`src/rtl/uart_irda_rx_core.sv`:
```
// Parametrised UART/IrDA serial receiver: 2-FF synchroniser, 3-sample majority vote,
// configurable frame format and an error-tagged output FIFO with valid/ready handshake.
module uart_irda_rx_core #(
  parameter int CLK_DIV     = 16,
  parameter int DATA_BITS   = 8,
  parameter int PARITY_MODE = 1,
  parameter int STOP_BITS   = 1,
  parameter int RX_INVERT   = 0,
  parameter int FIFO_DEPTH  = 4
) (
  input  logic                          clock,
  input  logic                          reset,
  input  logic                          rx_data,
  input  logic                          clear_err,
  input  logic                          rx_ready,
  output logic                          rx_valid,
  output logic [DATA_BITS-1:0]          rx_word,
  output logic                          parity_err,
  output logic                          frame_err,
  output logic                          overrun_err,
  output logic                          busy,
  output logic [$clog2(FIFO_DEPTH):0]   fifo_count
);

  localparam int CW = $clog2(CLK_DIV);
  localparam int AW = $clog2(FIFO_DEPTH);
  localparam int NW = AW + 1;
  localparam int BW = $clog2(DATA_BITS + 1);
  localparam int EW = DATA_BITS + 2;
  localparam logic [CW-1:0] SAMP_A    = CW'(CLK_DIV / 2 - 1);
  localparam logic [CW-1:0] SAMP_B    = CW'(CLK_DIV / 2);
  localparam logic [CW-1:0] SAMP_C    = CW'(CLK_DIV / 2 + 1);
  localparam logic [CW-1:0] CNT_LAST  = CW'(CLK_DIV - 1);
  localparam logic [BW-1:0] LAST_DATA = BW'(DATA_BITS - 1);
  localparam logic          STOP_LAST = (STOP_BITS == 2);
  localparam logic          ODD       = (PARITY_MODE == 2);
  localparam logic          INV       = (RX_INVERT != 0);

  typedef enum logic [2:0] {S_IDLE, S_START, S_DATA, S_PARITY, S_STOP, S_REARM} state_t;

  function automatic logic maj3(input logic a, input logic b, input logic c);
    return (a & b) | (a & c) | (b & c);
  endfunction

  logic sync1_q, sync2_q, rxs_prev_q, rxs;

  always_ff @(posedge clock or negedge reset) begin
    if (!reset) begin
      sync1_q    <= 1'b1;
      sync2_q    <= 1'b1;
      rxs_prev_q <= 1'b1;
    end else begin
      sync1_q    <= rx_data ^ INV;
      sync2_q    <= sync1_q;
      rxs_prev_q <= sync2_q;
    end
  end

  assign rxs = sync2_q;

  state_t               state_q;
  logic [CW-1:0]        cnt_q, cnt_next_d;
  logic [1:0]           samp_q;
  logic [BW-1:0]        bit_idx_q;
  logic                 stop_idx_q;
  logic [DATA_BITS-1:0] shift_q;
  logic                 perr_q, ferr_q, push_q, busy_q;
  logic                 decide, bit_d, ferr_d;

  assign cnt_next_d = (cnt_q == CNT_LAST) ? '0 : cnt_q + 1'b1;
  assign decide     = (cnt_q == SAMP_C);
  assign bit_d      = maj3(samp_q[0], samp_q[1], rxs);
  assign ferr_d     = ferr_q | ~bit_d;

  always_ff @(posedge clock or negedge reset) begin
    if (!reset) begin
      state_q    <= S_IDLE;
      cnt_q      <= '0;
      samp_q     <= '0;
      bit_idx_q  <= '0;
      stop_idx_q <= 1'b0;
      shift_q    <= '0;
      perr_q     <= 1'b0;
      ferr_q     <= 1'b0;
      push_q     <= 1'b0;
      busy_q     <= 1'b0;
    end else begin
      push_q <= 1'b0;
      if (cnt_q == SAMP_A) samp_q[0] <= rxs;
      if (cnt_q == SAMP_B) samp_q[1] <= rxs;
      case (state_q)
        S_IDLE: begin
          if (rxs_prev_q && !rxs) begin
            state_q <= S_START;
            cnt_q   <= '0;
            busy_q  <= 1'b1;
          end
        end
        S_START: begin
          cnt_q <= cnt_next_d;
          if (decide) begin
            if (bit_d) begin
              state_q <= S_IDLE;
              busy_q  <= 1'b0;
            end else begin
              state_q    <= S_DATA;
              bit_idx_q  <= '0;
              stop_idx_q <= 1'b0;
              perr_q     <= 1'b0;
              ferr_q     <= 1'b0;
            end
          end
        end
        S_DATA: begin
          cnt_q <= cnt_next_d;
          if (decide) begin
            shift_q <= {bit_d, shift_q[DATA_BITS-1:1]};
            if (bit_idx_q == LAST_DATA) state_q <= (PARITY_MODE != 0) ? S_PARITY : S_STOP;
            else                        bit_idx_q <= bit_idx_q + 1'b1;
          end
        end
        S_PARITY: begin
          cnt_q <= cnt_next_d;
          if (decide) begin
            perr_q  <= ((^shift_q) ^ bit_d) != ODD;
            state_q <= S_STOP;
          end
        end
        S_STOP: begin
          cnt_q <= cnt_next_d;
          if (decide) begin
            ferr_q <= ferr_d;
            if (stop_idx_q == STOP_LAST) begin
              push_q <= 1'b1;
              if (ferr_d) begin
                state_q <= S_REARM;
                cnt_q   <= '0;
              end else begin
                state_q <= S_IDLE;
                busy_q  <= 1'b0;
              end
            end else begin
              stop_idx_q <= 1'b1;
            end
          end
        end
        // A held-low break must be followed by a full bit period of idle before re-arming.
        S_REARM: begin
          if (!rxs) begin
            cnt_q <= '0;
          end else if (cnt_q == CNT_LAST) begin
            state_q <= S_IDLE;
            busy_q  <= 1'b0;
          end else begin
            cnt_q <= cnt_q + 1'b1;
          end
        end
        default: begin
          state_q <= S_IDLE;
          busy_q  <= 1'b0;
        end
      endcase
    end
  end

  logic [EW-1:0] mem_q [FIFO_DEPTH];
  logic [AW-1:0] wr_ptr_q, rd_ptr_q, rd_ptr_d;
  logic [NW-1:0] count_q, count_d;
  logic [EW-1:0] head_q, head_d, entry_d;
  logic          ovr_q, pop, push_ok;

  assign pop      = rx_ready & (count_q != '0);
  assign push_ok  = push_q & ((count_q != NW'(FIFO_DEPTH)) | pop);
  assign entry_d  = {ferr_q, perr_q, shift_q};
  assign rd_ptr_d = pop ? rd_ptr_q + 1'b1 : rd_ptr_q;

  always_comb begin
    count_d = count_q;
    case ({push_ok, pop})
      2'b10:   count_d = count_q + 1'b1;
      2'b01:   count_d = count_q - 1'b1;
      default: count_d = count_q;
    endcase
  end

  // Head is registered so it holds the last word once the FIFO drains.
  assign head_d = (push_ok && (rd_ptr_d == wr_ptr_q)) ? entry_d : mem_q[rd_ptr_d];

  always_ff @(posedge clock or negedge reset) begin
    if (!reset) begin
      for (int i = 0; i < FIFO_DEPTH; i++) mem_q[i] <= '0;
      wr_ptr_q <= '0;
      rd_ptr_q <= '0;
      count_q  <= '0;
      head_q   <= '0;
      ovr_q    <= 1'b0;
    end else begin
      if (push_ok) begin
        mem_q[wr_ptr_q] <= entry_d;
        wr_ptr_q        <= wr_ptr_q + 1'b1;
      end
      rd_ptr_q <= rd_ptr_d;
      count_q  <= count_d;
      if (count_d != '0) head_q <= head_d;
      if (push_q && !push_ok) ovr_q <= 1'b1;
      else if (clear_err)     ovr_q <= 1'b0;
    end
  end

  assign rx_valid    = (count_q != '0);
  assign rx_word     = head_q[DATA_BITS-1:0];
  assign parity_err  = head_q[DATA_BITS];
  assign frame_err   = head_q[DATA_BITS+1];
  assign overrun_err = ovr_q;
  assign busy        = busy_q;
  assign fifo_count  = count_q;

endmodule

```
`config.mk`:
```
export PLATFORM = sky130hd
export DESIGN_NAME = uart_irda_rx_core
export DESIGN_NICKNAME = d
export VERILOG_FILES = /design/src/rtl/uart_irda_rx_core.sv
export SDC_FILE = /design/constraint.sdc
export NUM_CORES = 1
export LEC_CHECK = 0
export ABC_CLOCK_PERIOD_IN_PS = 7250
export BUFFER_PORTS_ARGS = -buffer_cell sky130_fd_sc_hd__buf_2
export CAP_MARGIN = 20
export CORE_UTILIZATION = 65
export DETAILED_ROUTE_END_ITERATION = 12
export GPL_TIMING_DRIVEN = 0
export PLACE_DENSITY = 0.82
export SLEW_MARGIN = 20
export SYNTH_ARGS = -nofsm -noshare
export SYNTH_HDL_FRONTEND = slang
export SYNTH_SLANG_ARGS = --single-unit
```
`constraint.sdc`:
```
create_clock -name clock -period 7.25 [get_ports clock]
set_input_delay 0.725 -clock clock [delete_from_list [all_inputs] [get_ports clock]]
set_output_delay 0.725 -clock clock [all_outputs]
set_load 0.02 [all_outputs]
```
### Yosys cells after proc, flatten, opt, wreduce, memory -nomap -nowiden

Index checks and enable logic that the tools add are counted.

* flip-flop bits (word level): 87
* input bits: 5
* output and inout bits: 16
* word-level logic and storage cells: 155

* $add $sub $neg: 6
* $lt $le $gt $ge: 3
* equal/unequal tests: 28
* muxes and demuxes: 57
* bitwise logic cells: 14
* reductions and logical operators: 24

Operators by type and width (number)
* 4-bit two-way mux: 11
* 40-bit bitwise mux: 1
* 10-bit two-way mux: 4
* 3-bit two-way mux: 10
* 2-bit != test (second input constant): 13
* 10-bit binary-select mux with 2-bit select: 1
* 10-bit demux with 2-bit select: 1
* 1-bit two-way mux: 19
* 3-bit one-hot mux with 6 select lines: 1
* 9-bit AND reduction: 2
* 4-bit one-hot mux with 4 select lines: 1
* 4-bit == test (second input constant): 3
* 4-bit by 1-bit adder with 4-bit output (second input constant): 2
* 4-bit by 3-bit == test with 1-bit output (second input constant): 2
* 4-bit one-hot mux with 2 select lines: 1
* 4-bit AND reduction: 2
* 2-bit nonzero test: 4
* 8-bit XOR reduction: 1
* 3-bit by 2-bit == test with 1-bit output (second input constant): 2
* 3-bit == test (second input constant): 2
* 3-bit >= comparator (second input constant): 2
* 3-bit != test (second input constant): 2
* 2-bit NOT with 3-bit output: 2
* 1-bit one-hot mux with 2 select lines: 3
* other kinds (25): 40

### Longest topological paths before layout

Gate-level depths: netlist (run 1).

* depth in word-level cells: 9
* depth in mapped cells: 11
* mapped depth without buffers: 9

### Worst setup path after synthesis (run 1)

OpenSTA, ideal clock, no wires.

* kind: flip-flop to flip-flop
* from: register count_q[0] (netlist: fifo_count[0])
* to: register head_q[0]
* setup time: 95 ps
* arrival time: 2499 ps
* data required time: 7155 ps
* setup slack: 4655 ps
* stages on the path, launching flop included: 10
* path buffers: 2
* period minus slack after synthesis: 2595 ps
* path through: dfrtp_1 > buf_6 > or3_4 > nand3_1 > fa_1 > a2111oi_0 > o2bb2ai_1 > a21boi_0 > clkbuf_1 > o31ai_1

* longest elaborated chain between the ends: 8
* elaborated cells on any way between the ends: 19
* those cells by class: add/sub (2); eq/ne (4); mux (6); bitwise (4); reduce/logical (3)

Ends and longest elaborated chain
* start: declaration: RTL line 168 `logic [NW-1:0] count_q, count_d;`
* start signal: assignment: RTL line 203 `count_q <= count_d;`
* 3-bit nonzero test (*)
* net rx_valid: RTL line 16 `output logic rx_valid,`
* 1-bit AND (*): RTL line 172 `assign pop = rx_ready & (count_q != '0);`
* 2-bit two-way mux: RTL line 175 `assign rd_ptr_d = pop ? rd_ptr_q + 1'b1 : rd_ptr_q;`
* 2-bit NOT with 3-bit output (not written as such): RTL line 187 `assign head_d = (push_ok && (rd_ptr_d == wr_ptr_q)) ? entry_d : mem_q[rd_ptr_d];`
* 10-bit binary-select mux with 2-bit select: RTL line 187
* 10-bit two-way mux (not written as such) (2 in a row): RTL line 187
* 10-bit two-way mux: RTL line 187
* end signal: assignment: RTL line 195 `head_q <= '0;`
* end signal: assignment: RTL line 204 `if (count_d != '0) head_q <= head_d;`
* end: declaration: RTL line 169 `logic [EW-1:0] head_q, head_d, entry_d;`

The timed path passes the listed nets; every way through them passes the cells marked *. The select of a mux whose other input is x is not followed.
A chain may end at the register's enable or synchronous reset.

### Final worst setup path (run 1)

* from: register count_q[0] (netlist: fifo_count[0])
* to: register head_q[0]

* longest elaborated chain between the ends: 8
* elaborated cells on any way between the ends: 19
* those cells by class: add/sub (2); eq/ne (4); mux (6); bitwise (4); reduce/logical (3)

Ends and longest elaborated chain (RTL line)
* 3-bit nonzero test: 172
* 1-bit AND: 172
* 2-bit two-way mux: 175
* 2-bit NOT with 3-bit output (not written as such): 187
* 10-bit binary-select mux with 2-bit select: 187
* 10-bit two-way mux (not written as such) (2 in a row): 187
* 10-bit two-way mux: 187

Parallel ways exist; a longest one is shown, timed or not. The select of a mux whose other input is x is not followed.

==> flow_summary_export.csv, run 1 <==
group,metric,value,unit
grt,grt_max_degree,54,
logic_synthesis,yosys_warnings,0,
cells_and_area,final_cell_mix,"83 x dfrtp_1, 73 x nand2_1, 52 x mux2_2",
cells_and_area,diodes,0,
placement,portBuffers,20,
placement,gp_congestion,0.956,
grt,grt_pass1_wl,18.3,mm
drt,vias,3881,
logic_synthesis,synthArstFlopShare,1.00,
pwr,seqPwrFrac,0.332,
grt,grt_usage,0.318,
pwr,p_switching,728,uW
run_status,status,"complete, no violations",
pwr,clkPwrFrac,0.224,
sta,hold_viol,0,
drt,drt-initial-drc-count,328,
logic_synthesis,ys_seq_area_frac,0.452,
floorplanning,fp-row-count,30,
clock_tree,post_cts_resized,0,
drt,avgViaCountPerCell,6.38,
pwr,comb_power_share,0.443,
clock_tree,clock_latency,0.35,ns
pwr,sw_frac_of_total,0.408,
pwr,p_leak,0.00235,uW
logic_synthesis,synth_edf_count,0,
floorplanning,coreArea,0.00694,sq mm
drt,wirelength,11.1,mm
logic_synthesis,syn_area_per_cell,10.0,sq um
placement,place_area,0.00501,sq mm
clock_tree,path_clk_slew,0.08,ns
sta,finalSetupTns,0,ns
logic_synthesis,syn_inst,476,
floorplanning,dieArea,0.00768,sq mm
critical_path,path_buf_inv,2,
clock_tree,cts_buffer_depth,2,
cells_and_area,layout.nets,522,
floorplanning,die_w,87.6,um
critical_path,worstPathRequired,7.50,ns
clock_tree,postCtsSetupRepairBufs,0,
critical_path,arrival,3.18,ns
floorplanning,io_pins,21,
drt,post_drt_wl_per_cell,18.3,um
logic_synthesis,yosysUniqueCellTypes,60,
sta,fmax,342,MHz
sta,setup_viol,0,
logic_synthesis,synth_flop_cell,"dfrtp_1",
pwr,p_per_area,340,mW/mm^2
cells_and_area,postLayoutCellArea,0.00525,sq mm
cells_and_area,drive_above_1_share,0.201,
placement,place_hpwl,7.46,mm
critical_path,worstPathCellList,"buf_6 -> or3_4 -> nand3_1 -> fa_1 -> a2111oi_0 -> o2bb2ai_1 -> a21boi_0 -> clkbuf_1 -> o31ai_1",
sta,slew_viol_final,0,
drt,drtPass1Iterations,6,
job,drv_cap,0,
logic_synthesis,syn_area,0.00476,sq mm
cells_and_area,final_cells,608,
drt,drc,0,
critical_path,cp_top_family,"compound AO/OA/AOI/OAI gates",
critical_path,slowest_delay,0.45,ns
floorplanning,start_util,0.686,
critical_path,startpoint_type,"register",
sta,skew,0.00814,ns
clock_tree,cts_tree,"done",
critical_path,cp-end-kind,"register",
critical_path,cpMaxStageDelayCell,"fa_1",
clock_tree,htreeDepth,3,
clock_tree,cts-root-buf,"clkbuf_8",
cells_and_area,layout_commonest_cell,"dfrtp_1",
placement,place_inst,593,
clock_tree,cts_buffers,9,
grt,antenna_found_initial,0,
critical_path,r2r_setup_slack,4.32,ns
sta,worst_pin_slew,0.633,ns
clock_tree,cts_hold_buf,0,
sta,rsz0062_at_grt,"false",
sta,period_share,0.404,
logic_synthesis,syn-num-nets,490,
clock_tree,cts_sinks,86,
cells_and_area,areaGrowthSynthToFinish,10.2,%
cells_and_area,fin_util,0.756,
pwr,ir_drop,0.198,mV
pwr,intPower,1060,uW
sta,relSlewSlack,0.577,
sta,layout_min_cycle_time,2.93,ns
grt,grt_pass1_vias,3816,
logic_synthesis,yosys_register_bits,86,
floorplanning,die_h,87.6,um
grt,overflow,0,
drt,ant_nets,0,
worst_hold_path,min_path_type,"input port to async pin",
critical_path,path_max_fanout,10,
critical_path,path_class,"register to register",
## synth_stat cells (3+ instances only)
library cell   n  area (sq um)
a211oi_1      19           143
a21oi_1        8          40.0
a221oi_1       9          78.8
a311oi_1      11          96.3
a31oi_1       12          75.1
and2_1        19           119
and3_1         4          25.0
buf_6          3          33.8
clkbuf_1      32           120
dfrtp_1       83          2080
dfstp_2        3          78.8
ha_1           8           100
inv_1         13          48.8
mux2_2        52           586
nand2_1       73           274
nand2b_1       4          25.0
nand3_1        5          25.0
nand3b_1       4          30.0
nand4_1        4          25.0
nor2_1        19          71.3
nor2_2         3          18.8
nor2b_1        3          18.8
nor3_1         4          20.0
o211ai_1       4          30.0
o21ai_0        9          45.0
o21bai_1       3          22.5
o2bb2ai_1      3          26.3
o31ai_1       14           105
xnor2_1       10          87.6
xor2_1         3          26.3
## per-layer routing
| layer | part of all wire | global-route usage |
|---|---|---|
| met1 | 0.43 | 0.411 |
| met2 | 0.47 | 0.501 |
| met3 | 0.071 | 0.0792 |
| met4 | 0.029 | 0.165 |
| met5 | 0 | 0 |
## metrics by stage
| step | power (uW) | hold slack [ns] | worst slack, ns |
|---|---|---|---|
| after detailed placement | 1370 | 0.354 | 4.08 |
| final | 1790 | 0.316 | 4.32 |
| after floorplan | 1150 | 0.345 | 4.66 |
| after global routing | 1890 | 0.342 | 4.09 |
| after global placement | 1340 | 0.346 | 4.20 |
| after CTS | 1770 | 0.327 | 4.38 |
## area by class of cell
| class | instances | area, sq um |
|---|---|---|
| fill | 501 | 1690 |
| inverter | 13 | 48.8 |
| tap | 96 | 120 |
| clock buffer | 11 | 141 |
| sequential | 86 | 2160 |
| buffer | 39 | 171 |
| timing repair buffer | 21 | 130 |
| multi-input combinational | 338 | 2390 |
| clock inverter | 4 | 95.1 |
## final timing paths
path,cells past startpoint,from,end
min in group clock,0,sync1_q$_DFF_PN1_,rxs$_DFF_PN1_
max in group asynchronous,2,reset,sync1_q$_DFF_PN1_
hold / removal,1,reset,fifo_count[0]$_DFF_PN0_
hold reg to reg,0,sync1_q$_DFF_PN1_,rxs$_DFF_PN1_
setup reg to reg,9,fifo_count[0]$_DFF_PN0_,head_q[0]$_DFFE_PN0P_
setup / recovery,9,fifo_count[0]$_DFF_PN0_,head_q[0]$_DFFE_PN0P_
## flip-flops by register name (all words and copies together) (netlist names)
register / flops
fifo_count: 3
sync1_q: 1
wr_ptr_q: 2
rxs_prev_q: 1
head_q: 10
perr_q: 1
busy: 1
overrun_err: 1
state_q: 3
shift_q: 8
push_q: 1
rd_ptr_q: 2
rxs: 1
ferr_q: 1
mem_q: 40
bit_idx_q: 4
samp_q: 2
cnt_q: 4
## power groups by stage
stage	sequential [uW]	combinational (uW)	clock (uW)
3_3_place_gp	598	739	0
2_1_floorplan	626	528	0
6_report	593	792	401
5_1_grt	601	863	427
4_1_cts	592	773	405
3_5_place_dp	601	769	0
## cells by family after synthesis
| kind of cell | Yosys count | share of synthesized area |
|---|---|---|
| and+or+nand+nor | 154 | 0.158 |
| AOI/OAI and AO/OA | 108 | 0.167 |
| DFF | 86 | 0.452 |
| muxes | 53 | 0.125 |
| buffers and inverters | 52 | 0.0462 |
| xor gates and xnor gates | 13 | 0.0239 |
| adders and majority gates | 10 | 0.0273 |
Note: power is estimated with default switching activity, not from simulation.
==> inputs of run 2 (changes only) <==
--- a/config.mk
+++ b/config.mk
@@ -5,13 +5,13 @@
 export SDC_FILE = /design/constraint.sdc
 export NUM_CORES = 1
 export LEC_CHECK = 0
-export ABC_CLOCK_PERIOD_IN_PS = 7250
+export ABC_CLOCK_PERIOD_IN_PS = 2500
 export BUFFER_PORTS_ARGS = -buffer_cell sky130_fd_sc_hd__buf_2
 export CAP_MARGIN = 20
-export CORE_UTILIZATION = 65
+export CORE_UTILIZATION = 56
 export DETAILED_ROUTE_END_ITERATION = 12
 export GPL_TIMING_DRIVEN = 0
-export PLACE_DENSITY = 0.82
+export PLACE_DENSITY = 0.74
 export SLEW_MARGIN = 20
 export SYNTH_ARGS = -nofsm -noshare
 export SYNTH_HDL_FRONTEND = slang
==> constraint.sdc (replaced) <==
create_clock -name clock -period 2.5 [get_ports clock]
set_input_delay 0.25 -clock clock [delete_from_list [all_inputs] [get_ports clock]]
set_output_delay 0.25 -clock clock [all_outputs]
set_load 0.02 [all_outputs]
==> flow_summary_export.csv, run 2 (synthesis results as in run 1) <==
group,metric,value,unit
run_status,status,"complete, no violations",
grt,grt_pass1_wl,18.5,mm
drt,post_drt_wl_per_cell,18.1,um
pwr,clkPwrFrac,0.198,
sta,hold_viol,0,
cells_and_area,drive_above_1_share,0.259,
sta,setup_viol,0,
critical_path,path_max_fanout,5,
floorplanning,start_util,0.580,
critical_path,cp-end-kind,"register",
critical_path,path_buf_inv,1,
grt,overflow,0,
critical_path,arrival,2.71,ns
sta,worst_pin_slew,0.624,ns
grt,grt_usage,0.276,
grt,antenna_found_initial,0,
clock_tree,cts_sinks,86,
pwr,seqPwrFrac,0.314,
sta,fmax,411,MHz
critical_path,path_class,"register to register",
drt,drt-initial-drc-count,240,
grt,grt_max_degree,54,
cells_and_area,layout_commonest_cell,"dfrtp_1",
cells_and_area,diodes,0,
sta,slew_viol_final,0,
clock_tree,cts_buffers,9,
clock_tree,path_clk_slew,0.09,ns
pwr,intPower,3260,uW
floorplanning,die_h,94.2,um
clock_tree,clock_latency,0.35,ns
critical_path,startpoint_type,"register",
floorplanning,fp-row-count,33,
drt,wirelength,11.4,mm
drt,avgViaCountPerCell,6.25,
grt,grt_pass1_vias,3728,
cells_and_area,regMostFlops,"mem_q",
sta,period_share,0.974,
clock_tree,cts_buffer_depth,2,
pwr,comb_power_share,0.488,
placement,portBuffers,20,
pwr,ir_drop,0.487,mV
pwr,power,5520,uW
clock_tree,cts_tree,"done",
cells_and_area,areaGrowthSynthToFinish,14.6,%
pwr,p_per_area,1010,mW/mm^2
cells_and_area,layout.nets,531,
placement,gp_congestion,0.906,
floorplanning,coreArea,0.00822,sq mm
cells_and_area,largest_register_ff_count,40,
worst_hold_path,min_path_type,"input port to register",
pwr,p_leak,0.00245,uW
critical_path,r2r_setup_slack,0.06,ns
cells_and_area,final_cell_mix,"80 x dfrtp_1, 72 x nand2_1, 52 x mux2_2",
placement,place_inst,602,
placement,place_hpwl,7.31,mm
pwr,sw_frac_of_total,0.410,
clock_tree,cts-root-buf,"clkbuf_8",
pwr,p_switching,2270,uW
cells_and_area,final_cells,626,
floorplanning,dieArea,0.00888,sq mm
floorplanning,io_pins,21,
critical_path,worstPathCellList,"or3_4 -> nand3_2 -> fa_2 -> a2111oi_4 -> o2bb2ai_2 -> a21boi_4 -> clkbuf_8 -> o31ai_2",
drt,drc,0,
sta,layout_min_cycle_time,2.44,ns
job,drv_cap,0,
sta,skew,0.0160,ns
sta,rsz0062_at_grt,"true",
drt,vias,3914,
clock_tree,htreeDepth,3,
floorplanning,die_w,94.2,um
drt,drtPass1Iterations,5,
cells_and_area,largestRegisters,"mem_q: 40 flops, head_q: 10 flops, shift_q: 8 flops",
sta,relSlewSlack,0.583,
critical_path,cp_top_family,"compound AO/OA/AOI/OAI gates",
sta,finalSetupTns,0,ns
critical_path,slowest_delay,0.47,ns
critical_path,worstPathRequired,2.77,ns
drt,ant_nets,0,
critical_path,cpMaxStageDelayCell,"fa_2",
## run 2: worst register-to-register path: stages (launching register included)
cell and delay [ns]:
dfrtp_2 0.43, or3_4 0.41, nand3_2 0.10, fa_2 0.47, a2111oi_4 0.25, o2bb2ai_2 0.11, a21boi_4 0.17, clkbuf_8 0.19
o31ai_2 0.22
## run 2: power groups by stage
| stage | Combinational [uW] | Sequential (uW) | Clock, uW |
|---|---|---|---|
| 2_1_floorplan | 1550 | 1820 | 0 |
| 3_3_place_gp | 2180 | 1740 | 0 |
| 3_5_place_dp | 2240 | 1750 | 0 |
| 4_1_cts | 2570 | 1730 | 1110 |
| 5_1_grt | 2890 | 1760 | 1170 |
| 6_report | 2690 | 1730 | 1100 |
## run 2: repair_timing
item | in CTS | in global routing
pin swaps | 12 | 1
cloned | 1 | 0
hold endpoints to repair | 34 | 0
setup endpoints to repair | 10 | 51
buffers inserted | 9 | 0
gates resized for setup | 22 | 10
hold buffers | 2 | 0
## run 2: cell type report
class                   instances  area (sq um)
multi-input cells             338          2490
fillers                       631          2760
clock inverters                 4          70.1
inverters                      13          48.8
well taps                     105           131
repair buffers                 33           231
plain buffers                  36           175
flip-flops and latches         86          2160
clock buffers                  11           151
## run 2: path summary, 6_finish.rpt
check                                        startpoint                 endpoint  cells past startpoint
max in group asynchronous                         reset        sync1_q$_DFF_PN1_                      3
worst max register to register  fifo_count[1]$_DFF_PN0_    head_q[4]$_DFFE_PN0P_                      8
worst max-delay path            fifo_count[1]$_DFF_PN0_    head_q[4]$_DFFE_PN0P_                      8
worst min-delay path                          clear_err  overrun_err$_DFFE_PN0P_                      2
worst min register to register        sync1_q$_DFF_PN1_            rxs$_DFF_PN1_                      0
min in group asynchronous                         reset  fifo_count[0]$_DFF_PN0_                      2
## run 2: layer usage
metal  up-vias  part of all wire  track usage
met3        29             0.059       0.0421
met1      1917              0.45        0.368
met4         0             0.027        0.127
met5         -                 0            0
li1       1807                 -            -
met2       161              0.47        0.440
## run 2: metrics by stage
step	cell area, sq um	hold WS, ns	util	worst slack, ns
after CTS	5420	0.109	0.659	-0.0187
after global placement	5000	0.346	0.609	-0.154
after detailed placement	5030	0.241	0.613	-0.246
final	5460	0.111	0.664	0.0645
after global routing	5460	0.127	0.664	-0.0260
after floorplan	4770	-0.0456	-	0.0143
==> inputs of run 3 (changes only) <==
--- a/config.mk
+++ b/config.mk
@@ -5,13 +5,13 @@
 export SDC_FILE = /design/constraint.sdc
 export NUM_CORES = 1
 export LEC_CHECK = 0
-export ABC_CLOCK_PERIOD_IN_PS = 2500
+export ABC_CLOCK_PERIOD_IN_PS = 2410
 export BUFFER_PORTS_ARGS = -buffer_cell sky130_fd_sc_hd__buf_2
 export CAP_MARGIN = 20
-export CORE_UTILIZATION = 56
+export CORE_UTILIZATION = 62
 export DETAILED_ROUTE_END_ITERATION = 12
 export GPL_TIMING_DRIVEN = 0
-export PLACE_DENSITY = 0.74
+export PLACE_DENSITY = 0.78
 export SLEW_MARGIN = 20
 export SYNTH_ARGS = -nofsm -noshare
 export SYNTH_HDL_FRONTEND = slang
==> constraint.sdc (replaced) <==
create_clock -name clock -period 2.41 [get_ports clock]
set_input_delay 0.241 -clock clock [delete_from_list [all_inputs] [get_ports clock]]
set_output_delay 0.241 -clock clock [all_outputs]
set_load 0.02 [all_outputs]
==> flow_summary_export.csv, run 3 (synthesis results as in run 1) <==
group,metric,value,unit
job,drv_cap,0,
grt,met2_usage,0.514,
floorplanning,fp-row-count,31,
pwr,p_leak,0.00250,uW
critical_path,rr_startpoint,"fifo_count[1]$_DFF_PN0_",
sta,rsz0062_at_grt,"true",
drt,vias,3980,
floorplanning,io_pins,21,
floorplanning,die_h,89.7,um
critical_path,cp-end-kind,"register",
pwr,power,6110,uW
cells_and_area,final_cell_mix,"79 x dfrtp_1, 66 x nand2_1, 52 x mux2_2",
clock_tree,cts_sinks,86,
pwr,p_per_area,1080,mW/mm^2
placement,gp_congestion,0.957,
sta,setup_viol,1,
floorplanning,die_w,89.7,um
grt,grt_pass1_wl,18.2,mm
clock_tree,path_clk_slew,0.09,ns
sta,period_share,1.01,
floorplanning,dieArea,0.00804,sq mm
sta,slew_viol_final,0,
grt,overflow,0,
placement,place_inst,596,
sta,hold_viol,0,
sta,fmax,412,MHz
critical_path,crit_end,"head_q[0]$_DFFE_PN0P_",
run_status,violations,"setup timing",
drt,drtPass1Iterations,6,
placement,pre_cts_ws,-0.359,ns
floorplanning,start_util,0.650,
critical_path,arrival,2.69,ns
placement,place_area,0.00504,sq mm
placement,place_hpwl,7.64,mm
worst_hold_path,min_path_type,"input port to register",
cells_and_area,drive_above_1_share,0.308,
cells_and_area,layout_commonest_cell,"dfrtp_1",
grt,grt_util_met3,0.0411,
critical_path,r2r_setup_slack,-0.02,ns
grt,grt_usage,0.306,
drt,avgViaCountPerCell,6.37,
drt,ant_nets,0,
critical_path,path_max_fanout,5,
sta,skew,0.0118,ns
cells_and_area,final_cells,625,
critical_path,worstPathRequired,2.68,ns
grt,grt_max_degree,57,
clock_tree,cts_tree,"done",
placement,portBuffers,20,
drt,post_drt_wl_per_cell,19.5,um
cells_and_area,seq_area,0.00216,sq mm
drt,wirelength,12.2,mm
grt,grt_pass1_vias,3810,
cells_and_area,regMostFlops,"mem_q",
critical_path,r2r-end,"head_q[0]$_DFFE_PN0P_",
grt,antenna_found_initial,0,
grt,use_met1,0.392,
sta,finalSetupTns,-0.0168,ns
drt,drt-initial-drc-count,301,
cells_and_area,multi_input_comb_area,0.00260,sq mm
critical_path,reg2regPathDepth,8,
drt,drc,0,
clock_tree,cts-root-buf,"clkbuf_8",
cells_and_area,n_fill_cell,481,
sta,layout_min_cycle_time,2.43,ns
clock_tree,cts_buffers,9,
critical_path,startpoint_type,"register",
critical_path,path_class,"register to register",
run_status,status,"finished with violations",
sta,setup_ws,-0.0168,ns
pwr,ir_drop,0.587,mV
cells_and_area,diodes,0,
sta,relSlewSlack,0.574,
grt,grt-busiest-layer,"met2",
clock_tree,cts_buffer_depth,2,
cells_and_area,largestRegisters,"mem_q: 40 flops, head_q: 10 flops, shift_q: 8 flops",
clock_tree,clock_latency,0.36,ns
clock_tree,htreeDepth,3,
floorplanning,coreArea,0.00733,sq mm
cells_and_area,layout.nets,535,
cells_and_area,areaGrowthSynthToFinish,18.4,%
sta,worst_pin_slew,0.640,ns
cells_and_area,postLayoutCellArea,0.00564,sq mm
cells_and_area,largest_register_ff_count,40,
critical_path,crit_start,"fifo_count[1]$_DFF_PN0_",
-- run 3: metal layers --
| layer | part of all wire | up-vias |
|---|---|---|
| met4 | 0.025 | 0 |
| met1 | 0.42 | 1940 |
| met2 | 0.49 | 186 |
| li1 | - | 1819 |
| met5 | 0 | - |
| met3 | 0.065 | 35 |
-- run 3: stage by stage --
stage	utilization	hold WS [ns]
after floorplan	-	-0.0546
after global placement	0.684	0.346
after detailed placement	0.688	0.217
after CTS	0.742	0.0730
after global routing	0.770	0.0958
final	0.770	0.0691
-- run 3: what timing repair did --
item,in CTS,in global routing
pin swaps,14,8
hold buffers,2,0
cloned,2,0
setup endpoints to repair,10,40
buffers inserted,4,8
hold endpoints to repair,31,0
resized for setup,24,42
-- run 3: worst min path at each step --
stage	startpoint	endpoint	slack [ns]	depth (start not counted)
2_1_floorplan	reset	bit_idx_q[0]$_DFFE_PN0P_	-0.05	0
3_3_place_gp	sync1_q$_DFF_PN1_	rxs$_DFF_PN1_	0.35	0
3_5_place_dp	reset	fifo_count[0]$_DFF_PN0_	0.22	1
4_1_cts	clear_err	overrun_err$_DFFE_PN0P_	0.07	2
5_1_grt	clear_err	overrun_err$_DFFE_PN0P_	0.1	2
6_report	clear_err	overrun_err$_DFFE_PN0P_	0.07	2
-- run 3: worst max-delay path: stages (launching register included) --
cell and delay [ns]:
dfrtp_2 0.42, or3_4 0.42, nand3_4 0.12, fa_2 0.49, a2111oi_4 0.24, o2bb2ai_2 0.11, a21boi_4 0.19, buf_8 0.17
o31ai_2 0.18
-- run 3: report_power, final --
part	switching, uW	leakage (uW)	total (uW)	internal [uW]
combinational	1870	0.00123	3050	1180
sequential	145	0.00115	1800	1650
clock	522	0.000122	1270	745
total	2540	0.00250	6110	3580
-- run 3: layout make-up --
type / count / share of cell area
clock buffer: 11 / 0.0268
tap: 99 / 0.0220
clock inverter: 5 / 0.0186
buffer: 36 / 0.0328
sequential: 86 / 0.383
inverter: 13 / 0.00865
multi-input combinational: 338 / 0.461
timing repair buffer: 37 / 0.0472
